`config.mk`:
```
export PLATFORM = sky130hd
export DESIGN_NAME = keypad_auth_controller
export DESIGN_NICKNAME = d
export VERILOG_FILES = /design/src/rtl/keypad_auth_controller.sv
export SDC_FILE = /design/constraint.sdc
export NUM_CORES = 1
export LEC_CHECK = 0
export CAP_MARGIN = 20
export CORE_MARGIN = 2
export CORE_UTILIZATION = 30
export CTS_CLUSTER_DIAMETER = 100
export DETAILED_ROUTE_END_ITERATION = 16
export GPL_ROUTABILITY_DRIVEN = 0
export GPL_TIMING_DRIVEN = 0
export HOLD_SLACK_MARGIN = 0.05
export PLACE_DENSITY = 0.44
export SYNTH_ARGS = -nofsm -noshare
export SYNTH_HDL_FRONTEND = slang
export SYNTH_SLANG_ARGS = --single-unit
```
`constraint.sdc`:
```
create_clock -name clk -period 2.4 [get_ports clk]
set_clock_uncertainty 0.2 [all_clocks]
set_input_delay 0.48 -clock clk [delete_from_list [all_inputs] [get_ports clk]]
set_output_delay 0.48 -clock clk [all_outputs]
set_load 0.005 [all_outputs]
```
`src/rtl/keypad_auth_controller.sv`:
```
// Purpose : keypad entry sequencer. Collects digits, checks them against the
//           stored password on '#' (or programs a new one in set mode), and
//           enforces a timed lockout after MAX_FAIL consecutive failed checks.
// Latency : '#' sampled at edge N -> CHECK for one cycle -> result pulse
//           registered at edge N+1 and high for exactly one cycle.
// Backpressure: none. Keys are strobes; keys arriving in CHECK or LOCKOUT are dropped.
// Ports:
//   clk, reset_n          clock, asynchronous active-low reset
//   enable                lock powered; low returns to IDLE (lockout keeps timing)
//   set_mode              high: '#' programs a new password instead of checking
//   key_valid, key_code   key strobe and code (0-9 digit, 10 '*', 11 '#')
//   correct, wrong        one-cycle result pulses of a check (wrong also on set reject)
//   pw_updated            one-cycle pulse when a new password is stored
//   locked                high for exactly LOCK_CYCLES cycles during lockout
//   digit_count           digits in the entry buffer; PW_LEN+1 marks overflow
module keypad_auth_controller #(
  parameter int                  PW_LEN      = 4,
  parameter int                  MAX_FAIL    = 3,
  parameter int                  LOCK_CYCLES = 1000,
  parameter logic [4*PW_LEN-1:0] DEFAULT_PW  = 16'h1234
) (
  input  logic       clk,
  input  logic       reset_n,
  input  logic       enable,
  input  logic       set_mode,
  input  logic       key_valid,
  input  logic [3:0] key_code,
  output logic       correct,
  output logic       wrong,
  output logic       pw_updated,
  output logic       locked,
  output logic [3:0] digit_count
);

  localparam int BW = 4 * PW_LEN;
  localparam int TW = $clog2(LOCK_CYCLES);

  localparam logic [1:0] S_IDLE    = 2'd0;
  localparam logic [1:0] S_ENTRY   = 2'd1;
  localparam logic [1:0] S_CHECK   = 2'd2;
  localparam logic [1:0] S_LOCKOUT = 2'd3;

  localparam logic [3:0] KEY_STAR   = 4'd10;
  localparam logic [3:0] KEY_HASH   = 4'd11;
  localparam logic [3:0] PW_LEN_C   = 4'(PW_LEN);
  localparam logic [3:0] MAX_FAIL_C = 4'(MAX_FAIL);
  localparam logic [TW-1:0] LOCK_LOAD = TW'(LOCK_CYCLES - 1);

  logic [1:0]    state;
  logic [BW-1:0] entry_buf;
  logic [BW-1:0] stored_pw;
  logic [3:0]    fail_cnt;
  logic [TW-1:0] lock_timer;

  logic          is_digit;
  logic          is_star;
  logic          is_hash;
  logic [BW-1:0] shifted_buf;
  logic [3:0]    fail_inc;
  logic          pw_match;

  assign is_digit = key_valid && (key_code <= 4'd9);
  assign is_star  = key_valid && (key_code == KEY_STAR);
  assign is_hash  = key_valid && (key_code == KEY_HASH);
  assign fail_inc = fail_cnt + 4'd1;

  // A short entry can never match, even if its zero-padded value equals the password.
  assign pw_match = (digit_count == PW_LEN_C) && (entry_buf == stored_pw);

  // New digit enters at the least significant nibble, so the first digit typed
  // ends up most significant once PW_LEN digits are in.
  generate
    if (PW_LEN == 1) begin : g_shift1
      assign shifted_buf = key_code;
    end else begin : g_shiftn
      assign shifted_buf = {entry_buf[BW-5:0], key_code};
    end
  endgenerate

  always_ff @(posedge clk or negedge reset_n) begin
    if (!reset_n) begin
      state       <= S_IDLE;
      entry_buf   <= '0;
      digit_count <= 4'd0;
      stored_pw   <= DEFAULT_PW;
      fail_cnt    <= 4'd0;
      lock_timer  <= '0;
      correct     <= 1'b0;
      wrong       <= 1'b0;
      pw_updated  <= 1'b0;
      locked      <= 1'b0;
    end else begin
      correct    <= 1'b0;
      wrong      <= 1'b0;
      pw_updated <= 1'b0;

      if (state == S_LOCKOUT) begin
        // Lockout runs to completion regardless of enable; keys are dropped.
        if (lock_timer == '0) begin
          state    <= S_IDLE;
          locked   <= 1'b0;
          fail_cnt <= 4'd0;
        end else begin
          lock_timer <= lock_timer - 1'b1;
        end
      end else if (!enable) begin
        // Power-off abandons any entry (including a pending CHECK) but keeps
        // the password and failure history.
        state       <= S_IDLE;
        entry_buf   <= '0;
        digit_count <= 4'd0;
      end else begin
        case (state)
          S_IDLE: begin
            if (is_digit) begin
              entry_buf   <= shifted_buf;
              digit_count <= 4'd1;
              state       <= S_ENTRY;
            end
          end

          S_ENTRY: begin
            if (is_digit) begin
              if (digit_count < PW_LEN_C) begin
                entry_buf   <= shifted_buf;
                digit_count <= digit_count + 4'd1;
              end else begin
                // Overflow: buffer frozen, count parked one past full so the
                // commit is guaranteed to fail.
                digit_count <= PW_LEN_C + 4'd1;
              end
            end else if (is_star) begin
              entry_buf   <= '0;
              digit_count <= 4'd0;
              state       <= S_IDLE;
            end else if (is_hash) begin
              state <= S_CHECK;
            end
          end

          S_CHECK: begin
            entry_buf   <= '0;
            digit_count <= 4'd0;
            state       <= S_IDLE;
            if (set_mode) begin
              if (digit_count == PW_LEN_C) begin
                stored_pw  <= entry_buf;
                pw_updated <= 1'b1;
              end else begin
                wrong <= 1'b1;
              end
            end else if (pw_match) begin
              correct  <= 1'b1;
              fail_cnt <= 4'd0;
            end else begin
              wrong    <= 1'b1;
              fail_cnt <= fail_inc;
              if (fail_inc == MAX_FAIL_C) begin
                // locked rises on the same edge as the final wrong pulse;
                // loading N-1 and leaving at zero gives exactly N locked cycles.
                state      <= S_LOCKOUT;
                locked     <= 1'b1;
                lock_timer <= LOCK_LOAD;
              end
            end
          end

          default: state <= S_IDLE;
        endcase
      end
    end
  end

endmodule
```
Yosys cells after proc, flatten, opt, wreduce, memory -nomap -nowiden
Cells that the tools add are included.
Widths: inputs -> output; s select.
{"block": "totals", "elab_cells": 110, "in_bits": 9, "ff_bits": 56}
{"block": "op_classes", "bitwise": 1, "reduce_logical": 16, "add_sub_neg": 3, "order_cmp": 2, "n_eq_ne": 19, "mux": 59}
{"cell": "$mux 16", "count": 5}
{"cell": "$mux 10", "count": 7}
{"cell": "$pmux 16 s3", "count": 1}
{"cell": "$mux 4", "count": 11}
{"cell": "$mux 1", "count": 23}
{"cell": "$mux 2", "count": 10}
{"cell": "$eq 16x16->1", "count": 1}
{"cell": "$ne 4x4->1 const B", "count": 4}
{"cell": "$pmux 4 s3", "count": 1}
{"cell": "$reduce_and 4->1", "count": 3}
{"cell": "$reduce_and 6->1", "count": 2}
{"cell": "$logic_not 10->1", "count": 1}
{"cell": "$reduce_and 5->1", "count": 2}
{"cell": "$sub 10x1->10 const B", "count": 1}
{"cell": "$add 4x1->4 const B", "count": 2}
{"cell": "$eq 4x4->1 const B", "count": 2}
{"cell": "$ne 2x1->1 const B", "count": 3}
{"cell": "$pmux 2 s3", "count": 1}
{"cell": "$reduce_bool 2->1", "count": 3}
{"cell": "$ne 5x5->1 const B", "count": 1}
{"cell": "$eq 2x2->1 const B", "count": 2}
{"cell": "$eq 4x2->1 const B", "count": 1}
{"cell": "$eq 4x3->1 const B", "count": 1}
{"cell": "$le 4x4->1 const B", "count": 1}
{"cell": "8 further kinds", "count": 11}

Depth between registers and ports, before layout
Gate-level depths: netlist (run 1).
{"block": "depth", "word_depth": 8, "ltp_mapped": 9, "depth_no_buf": 8}

Worst setup path after synthesis (run 1)
No wires, ideal clock.
{"block": "synth_timing", "path_type": "flip-flop to flip-flop", "from": "register state[0]", "to": "register stored_pw[0]", "setup_slack_ps": 197, "setup_time_ps": 125, "period_less_slack_ps": 2203, "arrival_time_ps": 1878, "stages_incl_launch_ff": 7, "cell_sequence": "dfrtp_1 ha_1 buf_2 nand3b_1 nor2_2 buf_2 mux2_2"}
{"block": "synth_between", "elab_chain_len": 3}
{"item": "from (decl)", "line": "49", "source": "logic [1:0] state;"}
{"item": "from (signal assigned)", "line": "82", "source": "state <= S_IDLE;"}
{"item": "from (signal assigned)", "line": "100", "source": "state <= S_IDLE;"}
{"item": "from (signal assigned)", "line": "109", "source": "state <= S_IDLE;"}
{"item": "$eq 2x2->1", "line": "97", "source": "if (state == S_LOCKOUT) begin"}
{"item": "$not 1->1 (no line)"}
{"item": "$reduce_and 5->1 (no line) *"}
{"item": "to (signal assigned)", "line": "147", "source": "stored_pw <= entry_buf;"}
{"item": "to (decl)", "line": "51", "source": "logic [BW-1:0] stored_pw;"}
Mark *: on every way between the ends. The rest lies on a longest branch, timed or not.
A chain may end at the register's enable or synchronous reset.

Final worst setup path (run 1)
{"block": "layout_timing", "from": "input port key_code[2]", "to": "register digit_count[0]"}
{"block": "layout_between", "elab_chain_len": 5}
{"item": "from (decl)", "line": "27", "source": "input logic [3:0] key_code,"}
{"item": "$le 4x4->1", "line": "62", "source": "assign is_digit = key_valid && (key_code <= 4'd9);"}
{"item": "$logic_and 1x1->1", "line": "62"}
{"item": "$mux 4", "line": "123", "source": "if (is_digit) begin"}
{"item": "$pmux 4 s3", "line": "113", "source": "case (state)"}
{"item": "$mux 4", "line": "106", "source": "end else if (!enable) begin"}
{"item": "to (signal assigned)", "line": "126", "source": "digit_count <= digit_count + 4'd1;"}
{"item": "to (signal assigned)", "line": "130", "source": "digit_count <= PW_LEN_C + 4'd1;"}
{"item": "to (decl)", "line": "32", "source": "output logic [3:0] digit_count"}
Several ways; a longest one is shown, not always the timed one.

==> flow_summary.ini, run 1 <==
[yosys]
synth-edff-count = 0
synth.area.top_cells = dfrtp_1 44%, mux2_2 6.6%, xor2_1 5.7%, mux2i_1 5.5%, nand2_1 5.2%
synthArstFlopShare_pct = 100
synth_top_area_cell = dfrtp_1
syn_nets = 291
yosysSeqAreaShare_pct = 48.3
synth_top_area_share_pct = 43.8
synth_most_common_cell = dfrtp_1
avgSynthCellArea_um2 = 10.7
synth_area_mm2 = 0.00291
synthFlopType = dfrtp_1
synth_common_cells = 51 x dfrtp_1, 40 x nand2_1, 23 x inv_1
yosys_warnings = 0
synth-seq-cells = 56
synthCells = 271
ys_types = 47

[timing]
finalCriticalPeriod_ns = 2.29
grt_setup_unrepaired = no
final_hold_viol_count = 0
relSlewSlack_pct = 58.4
worstMarginPinSlew_ns = 0.624
slew_violations = 0
final.setup.tns_ns = 0
fin_crit_sh_pct = 95.6
fmax_ghz = 0.436
setup_viol = 0
worst_slack_ns = 0.106

[critical_path]
critPathRequiredTime_ns = 2.39
r2r_cells = 8
cp.arrival_ns = 2.28
path_cells = clkdlybuf4s50_1 -> nand4b_1 -> o21ai_2 -> nand2b_1 -> a311oi_4 -> o21ai_4 -> o32a_1
path_max_fanout = 4
cp_num_buf_inv = 1
critPathCaptureType = flop
crit_slowest_cell = clkdlybuf4s50_1
criticalPathCategory = in2reg
cp.depth = 7
crit_family = compound AO/OA/AOI/OAI gates
cp-start-kind = input port
critical-path-max-stage-delay_ns = 0.44

[clocking]
clk_transition_reported_paths_ns = 0.10
max-clock-path-buffers = 2
cts-buffers-inserted = 5
cts_tree = built
htreeDepth = 2
insertion_delay_ns = 0.31
clockRootBuffer = clkbuf_8
clock-sinks = 56

[grt]
grt_usage_pct = 12.5
grt_overflow = 0
grt_pass1_wl_um = 10100
grt_pass1_vias = 1987
antenna_found_initial = 0
grt_max_degree = 33

[detailed_routing]
drcViolationCount = 0
viasPerCell = 4.36
drt_iter0_drc = 51
num_vias = 1890
wirelength_um = 5770
drt_pass1_iterations = 4
ant_nets = 0
wl_per_cell_um = 13.3

[floorplan]
die-area_mm2 = 0.0105
rows = 35
die_h_um = 103
core_mm2 = 0.00933
initial_core_util_pct = 31.2
ios = 17
fp.dieW_um = 103

[power]
p_total_mw = 2.68
pwr-share-clk_pct = 20.3
switching_power_uw = 944
p_sw_share_pct = 35.2
p_comb_share_pct = 32.9
power.density_mw_per_mm2 = 772
irDropWorstVdd_mv = 0.331
p_int_mw = 1.74
p_seq_share_pct = 46.8
p_leak_nw = 1.59

[placement]
dp_slack_ns = -0.558
dpl_cell_area_mm2 = 0.00325
hpwl_um = 4230
port_buffers = 16
dp_cells = 417

[flow_run]
max_cap_viol_count = 0

[worst_hold_path]
hp-class = reg2reg
whs_path_depth = 2

[layout]
layout.nets = 323
fin_area_mm2 = 0.00348
n_fill_cell = 947
drive_above_1_share_pct = 20.1
areaGrowthSynthToFinish_pct = 19.4
diodes = 0
final_cells = 433

[run_status]
outcome = finished clean
layout by cell type (no fill, tap or decap), types with 3 or more instances in the layout:
cell             Yosys  layout
dfstp_2              5       5
nor2_1               7       6
a21oi_1              4       4
buf_2                3       3
dfrtp_1             51      51
or2_2                3       3
o21ai_0              5       4
nor4_1               4       3
xor2_1              19      19
clkbuf_8             0       6
inv_1               23      23
nor2b_1              3       3
nand4b_1             3       3
nor3_1               7       7
clkdlybuf4s50_1      0      12
mux2_2              17      17
buf_4                0       8
dlymetal6s2s_1       0       3
nand2b_1             3       3
and2_1               4       4
nand2_1             40      40
mux2i_1             16      16
ha_1                11      10
nand3_1              6       6
xnor2_1              6       6
power groups by stage:
| stage | Sequential, mW | Clock [mW] | Combinational [mW] |
|---|---|---|---|
| 2_1_floorplan | 1.23 | 0 | 0.609 |
| 3_3_place_gp | 1.28 | 0 | 0.808 |
| 3_5_place_dp | 1.28 | 0 | 0.816 |
| 4_1_cts | 1.26 | 0.578 | 0.886 |
| 5_1_grt | 1.29 | 0.606 | 0.997 |
| 6_report | 1.26 | 0.544 | 0.884 |
cells by family after synthesis:
logic type	Yosys count	synth area share, %
flip-flops	56	48.3
AND/OR/NAND/NOR	95	17.0
multiplexers	34	12.5
XOR/XNOR	25	7.52
adder cells (fa/ha/maj)	11	4.73
buffers and inverters	28	4.00
AO/OA/AOI/OAI	22	5.93
per-layer routing:
layer	share of wire (%)	up-vias	GRT usage, %
met5	0	-	0
met4	1.2	0	3.69
met3	2.6	5	2.44
met2	47	14	20.2
met1	50	900	17.0
li1	-	971	-
layout make-up:
class,count,area (µm²),area share [%]
clock inverters,2,10.0,0.288
multi-input cells,187,1450,41.6
inverters,23,86.3,2.48
repair buffers,25,245,7.05
well taps,129,161,4.64
plain buffers,5,36.3,1.04
flip-flops and latches,56,1410,40.5
clock buffers,6,82.6,2.37
per-stage QoR:
stage | util (%) | hold slack, ns
2_1_floorplan | - | -0.0156
3_3_place_gp | 34.7 | 0.266
3_5_place_dp | 34.8 | 0.269
4_1_cts | 36.7 | 0.293
5_1_grt | 37.3 | 0.313
6_report | 37.3 | 0.287
registers in the layout, indices dropped and copies added, names as in the netlist:
register	count
correct	1
digit_count	4
state	2
pw_updated	1
stored_pw	16
wrong	1
fail_cnt	4
entry_buf	16
locked	1
lock_timer	10
worst min-delay path: stages, from the launching register on:
cell and delay, ns:
dfrtp_1 0.35, nand2_1 0.05, nand2_1 0.06
repair_timing:
action | 4_1_cts | 5_1_grt
buffers inserted | 5 | 2
pin swaps | 2 | 8
setup endpoints to repair | 37 | 30
hold buffers | 1 | 0
endpoints found under the hold margin | 22 | 0
resized for setup | 8 | 12
gates cloned | 0 | 0
path summary, 6_finish.rpt:
kind | startpoint | endpoint | slack [ns]
worst max-delay path | key_code[2] | digit_count[0]$_DFFE_PN0P_ | 0.11
worst min-delay path | locked$_DFFE_PN0P_ | locked$_DFFE_PN0P_ | 0.29
worst max register to register | state[0]$_DFFE_PN0P_ | lock_timer[4]$_DFFE_PN0P_ | 0.12
worst min register to register | locked$_DFFE_PN0P_ | locked$_DFFE_PN0P_ | 0.29
max in group asynchronous | reset_n | stored_pw[4]$_DFFE_PN1P_ | 0.82
min in group asynchronous | reset_n | fail_cnt[2]$_DFFE_PN0P_ | 0.50
(Power assumes the default switching activity.)
==> inputs of run 2 (changes only) <==
- MAX_ROUTING_LAYER: not set -> met4
==> flow_summary.ini, run 2 (synthesis results as in run 1) <==
[grt]
grt_usage_pct = 12.9
grt_pass1_vias = 1987
grt_pass1_wl_um = 10100
grt_overflow = 0
antenna_found_initial = 0
grt_max_degree = 33

[timing]
relSlewSlack_pct = 58.8
worstMarginPinSlew_ns = 0.619
fmax_ghz = 0.436
slew_violations = 0
grt_setup_unrepaired = no
fin_crit_sh_pct = 95.7
final_hold_viol_count = 0
setup_viol = 0
finalCriticalPeriod_ns = 2.30

[critical_path]
r2r_cells = 8
critPathRequiredTime_ns = 2.39
cp.arrival_ns = 2.29
cp-start-kind = input port
critPathCaptureType = flop
criticalPathCategory = in2reg
crit_slowest_cell = clkdlybuf4s50_1
path_max_fanout = 4
critical-path-max-stage-delay_ns = 0.44
path_cells = clkdlybuf4s50_1 -> nand4b_1 -> o21ai_2 -> nand2b_1 -> a311oi_4 -> o21ai_4 -> o32a_1

[floorplan]
die-area_mm2 = 0.0105
ios = 17
die_h_um = 103
initial_core_util_pct = 31.2
rows = 35
core_mm2 = 0.00933
fp.dieW_um = 103

[placement]
dpl_cell_area_mm2 = 0.00325
hpwl_um = 4230
port_buffers = 16
dp_cells = 417

[layout]
layout.nets = 323
largestRegisters = entry_buf (16), stored_pw (16), lock_timer (10)
fin_area_mm2 = 0.00348
drive_above_1_share_pct = 20.4
diodes = 0
final_common_cell = dfrtp_1
final_cell_mix = 50 x dfrtp_1, 40 x nand2_1, 23 x inv_1
final_cells = 433
areaGrowthSynthToFinish_pct = 19.5

[power]
power.density_mw_per_mm2 = 772
irDropWorstVdd_mv = 0.331
p_leak_nw = 1.59

[detailed_routing]
num_vias = 1903
drt_pass1_iterations = 4
drt_iter0_drc = 58
wirelength_um = 5770
drcViolationCount = 0
viasPerCell = 4.39
wl_per_cell_um = 13.3
ant_nets = 0

[clocking]
clock-sinks = 56
clk_transition_reported_paths_ns = 0.10
cts-buffers-inserted = 5
clockRootBuffer = clkbuf_8
htreeDepth = 2
insertion_delay_ns = 0.31
cts_tree = built
max-clock-path-buffers = 2

[worst_hold_path]
whs_path_depth = 2
hp-class = reg2reg

[flow_run]
max_cap_viol_count = 0

[run_status]
outcome = finished clean
run 2: cell counts in the layout (fill, tap and decap cells not counted):
No cell type changed its count.
run 2: metrics by stage:
stage / worst slack, ns / hold WS (ns) / utilization (%) / TNS, ns / power (mW)
after floorplan: 0.197 / -0.0156 / - / 0 / 1.84
after global placement: -1.29 / 0.266 / 34.7 / -86.32 / 2.09
after detailed placement: -0.558 / 0.269 / 34.8 / -17.60 / 2.10
after CTS: 0.00174 / 0.293 / 36.7 / 0 / 2.72
after global routing: 0.00230 / 0.313 / 37.3 / 0 / 2.90
final: 0.104 / 0.289 / 37.3 / 0 / 2.69
run 2: cell type report:
type,instances,area [µm²]
Fill cell,947,5850
Buffer,5,36.3
Clock buffer,6,82.6
Timing Repair Buffer,25,245
Tap cell,129,161
Inverter,23,86.3
Clock inverter,2,10.0
Sequential cell,56,1410
Multi-Input combinational cell,187,1450
run 2: routing by layer:
metal | wire (µm) | vias to the layer above | track usage, %
met4 | 67 | 0 | 3.69
met1 | 2860 | 912 | 17.1
li1 | - | 970 | -
met5 | 0 | - | -
met3 | 142 | 5 | 2.44
met2 | 2700 | 16 | 20.2
run 2: path summary, 6_finish.rpt:
| path | from | endpoint | slack (ns) |
|---|---|---|---|
| setup / recovery | key_code[2] | digit_count[0]$_DFFE_PN0P_ | 0.10 |
| hold / removal | locked$_DFFE_PN0P_ | locked$_DFFE_PN0P_ | 0.29 |
| setup reg to reg | state[0]$_DFFE_PN0P_ | lock_timer[4]$_DFFE_PN0P_ | 0.14 |
| hold reg to reg | locked$_DFFE_PN0P_ | locked$_DFFE_PN0P_ | 0.29 |
| max in group asynchronous | reset_n | stored_pw[4]$_DFFE_PN1P_ | 0.83 |
| min in group asynchronous | reset_n | fail_cnt[2]$_DFFE_PN0P_ | 0.50 |
run 2: where the power goes:
| group | internal (mW) | switching, mW | total, mW |
|---|---|---|---|
| combinational | 0.421 | 0.465 | 0.886 |
| clock | 0.232 | 0.311 | 0.542 |
| sequential | 1.09 | 0.169 | 1.26 |
run 2: worst max-delay path, delay by kind of cell:
family / cells / cell delay (ns)
compound gates: 4 / 1.02
buf+inv: 1 / 0.44
simple gates: 2 / 0.35
run 2: what timing repair did:
action | in CTS | in global routing
setup endpoints to repair | 37 | 30
endpoints found under the hold margin | 22 | 0
buffers inserted | 5 | 2
pin swaps | 2 | 8
hold buffers | 1 | 0
gates resized for setup | 8 | 13
==> inputs of run 3 (changes only) <==
--- a/config.mk
+++ b/config.mk
@@ -9,4 +9,5 @@
 export CORE_MARGIN = 2
 export CORE_UTILIZATION = 30
+export CTS_BUF_LIST = sky130_fd_sc_hd__clkbuf_2
 export CTS_CLUSTER_DIAMETER = 100
 export DETAILED_ROUTE_END_ITERATION = 16
@@ -16,4 +17,5 @@
 export MAX_ROUTING_LAYER = met4
 export PLACE_DENSITY = 0.44
+export REMOVE_ABC_BUFFERS = 1
 export SYNTH_ARGS = -nofsm -noshare
 export SYNTH_HDL_FRONTEND = slang
==> constraint.sdc (replaced) <==
create_clock -name clk -period 2.4 [get_ports clk]
set_clock_uncertainty 0.2 [all_clocks]
set_input_delay 0.36 -clock clk [delete_from_list [all_inputs] [get_ports clk]]
set_output_delay 0.36 -clock clk [all_outputs]
set_load 0.005 [all_outputs]
==> flow_summary.ini, run 3 (synthesis results as in run 1) <==
[floorplan]
ios = 17
fp.dieW_um = 103
die_h_um = 103
core_mm2 = 0.00933
rows = 35
die-area_mm2 = 0.0105
initial_core_util_pct = 31.2

[critical_path]
critPathRequiredTime_ns = 2.56
critPathCaptureType = flop
reg2reg_slack_ns = 0.11
path_max_fanout = 5
cp-start-kind = flop
r2r_end = lock_timer[1]$_DFFE_PN0P_
criticalPathCategory = reg2reg
cp.arrival_ns = 2.45
r2r_cells = 8
rr_startpoint = digit_count[0]$_DFFE_PN0P_

[detailed_routing]
wirelength_um = 5660
drcViolationCount = 0
num_vias = 1905
drt_pass1_iterations = 4
wl_per_cell_um = 13.2
drt_iter0_drc = 48
viasPerCell = 4.45
ant_nets = 0

[power]
power.density_mw_per_mm2 = 739
p_leak_nw = 1.52
irDropWorstVdd_mv = 0.271

[timing]
worstMarginPinSlew_ns = 0.632
fin_crit_sh_pct = 95.4
fmax_ghz = 0.437
final_hold_viol_count = 0
relSlewSlack_pct = 57.9
final.setup.tns_ns = 0
slew_violations = 0
finalCriticalPeriod_ns = 2.29
grt_setup_unrepaired = no
setup_viol = 0

[layout]
fin_area_mm2 = 0.00341
layout.nets = 318
final_common_cell = dfrtp_1
diodes = 0
final_cell_mix = 49 x dfrtp_1, 40 x nand2_1, 23 x inv_1
drive_above_1_share_pct = 19.1
largestRegisters = entry_buf (16), stored_pw (16), lock_timer (10)
areaGrowthSynthToFinish_pct = 17.0
n_fill_cell = 968

[worst_hold_path]
hp-class = in2async

[clocking]
cts-buffers-inserted = 5
clock-sinks = 56
insertion_delay_ns = 0.43
clk_transition_reported_paths_ns = 0.28
htreeDepth = 2
clockRootBuffer = clkbuf_2
max-clock-path-buffers = 2
cts_tree = built

[grt]
grt_usage_pct = 12.0
grt_overflow = 0
grt_pass1_wl_um = 9550
grt_max_degree = 33
antenna_found_initial = 0
grt_pass1_vias = 1953

[placement]
port_buffers = 16
dpl_cell_area_mm2 = 0.00322
hpwl_um = 3980

[run_status]
outcome = finished clean

[flow_run]
max_cap_viol_count = 0
-- run 3: cell count changes in the layout (fill, tap and decap cells not counted), sizes merged --
cell	previous run	this run
dlymetal6s2s	3	0
clkbuf	7	6
buf	13	9
clkdlybuf4s50	12	15
-- run 3: report_power, final --
group / total [mW] / switching [mW] / internal, mW
clock network: 0.374 / 0.299 / 0.0757
logic: 0.878 / 0.451 / 0.427
registers: 1.26 / 0.172 / 1.09
total: 2.52 / 0.922 / 1.59
-- run 3: worst max-delay path, cell delays in order (launching register included) --
cell      delay (ns)
dfrtp_2         0.51
inv_1           0.07
ha_1            0.17
nand3b_1        0.11
nor4_2          0.34
nand3_2         0.18
o21ai_4         0.20
o21ai_1         0.12
mux2_1          0.32
-- run 3: worst max-delay path by stage --
stage | startpoint | endpoint | slack (ns)
after global placement | reset_n | entry_buf[9]$_DFFE_PN0P_ | -1.18
after detailed placement | enable | digit_count[0]$_DFFE_PN0P_ | -0.47
after CTS | state[0]$_DFFE_PN0P_ | lock_timer[1]$_DFFE_PN0P_ | 0.007
after global routing | state[1]$_DFFE_PN0P_ | entry_buf[3]$_DFFE_PN0P_ | 0.02
final | digit_count[0]$_DFFE_PN0P_ | lock_timer[1]$_DFFE_PN0P_ | 0.11
after floorplan | state[1]$_DFFE_PN0P_ | digit_count[0]$_DFFE_PN0P_ | 0.12
-- run 3: timing repair --
action | in CTS | in global routing
gates resized for setup | 7 | 6
hold endpoints to repair | 24 | 0
hold buffers | 1 | 0
setup endpoints to repair | 46 | 25
buffers inserted | 5 | 2
pin swaps | 3 | 2
-- run 3: final cells by class --
cell class              count  area (µm²)  share of cell area, %
flip-flops and latches     56        1410                   41.4
inverters                  23        86.3                   2.53
multi-input cells         187        1440                   42.4
clock inverters             2        12.5                  0.367
repair buffers             25         263                   7.71
well taps                 129         161                   4.74
clock buffers               6        30.0                  0.881
-- run 3: stage by stage --
stage / worst slack (ns) / power, mW / hold slack, ns / utilization, % / cells
2_1_floorplan: 0.121 / 1.82 / -0.136 / - / 266
3_3_place_gp: -1.18 / 2.06 / 0.266 / 34.3 / 411
3_5_place_dp: -0.474 / 2.06 / 0.223 / 34.5 / 412
4_1_cts: 0.00741 / 2.53 / 0.204 / 36.1 / 426
5_1_grt: 0.0178 / 2.71 / 0.224 / 36.5 / 428
6_report: 0.110 / 2.52 / 0.222 / 36.5 / 428
-- run 3: per-layer routing --
layer  GRT usage, %  wire, µm  vias up
met5              -         0        -
met4           2.77         4        0
met3           2.31        94        2
met2           20.2      2730       10
met1           15.0      2830      931
li1               -         -      962
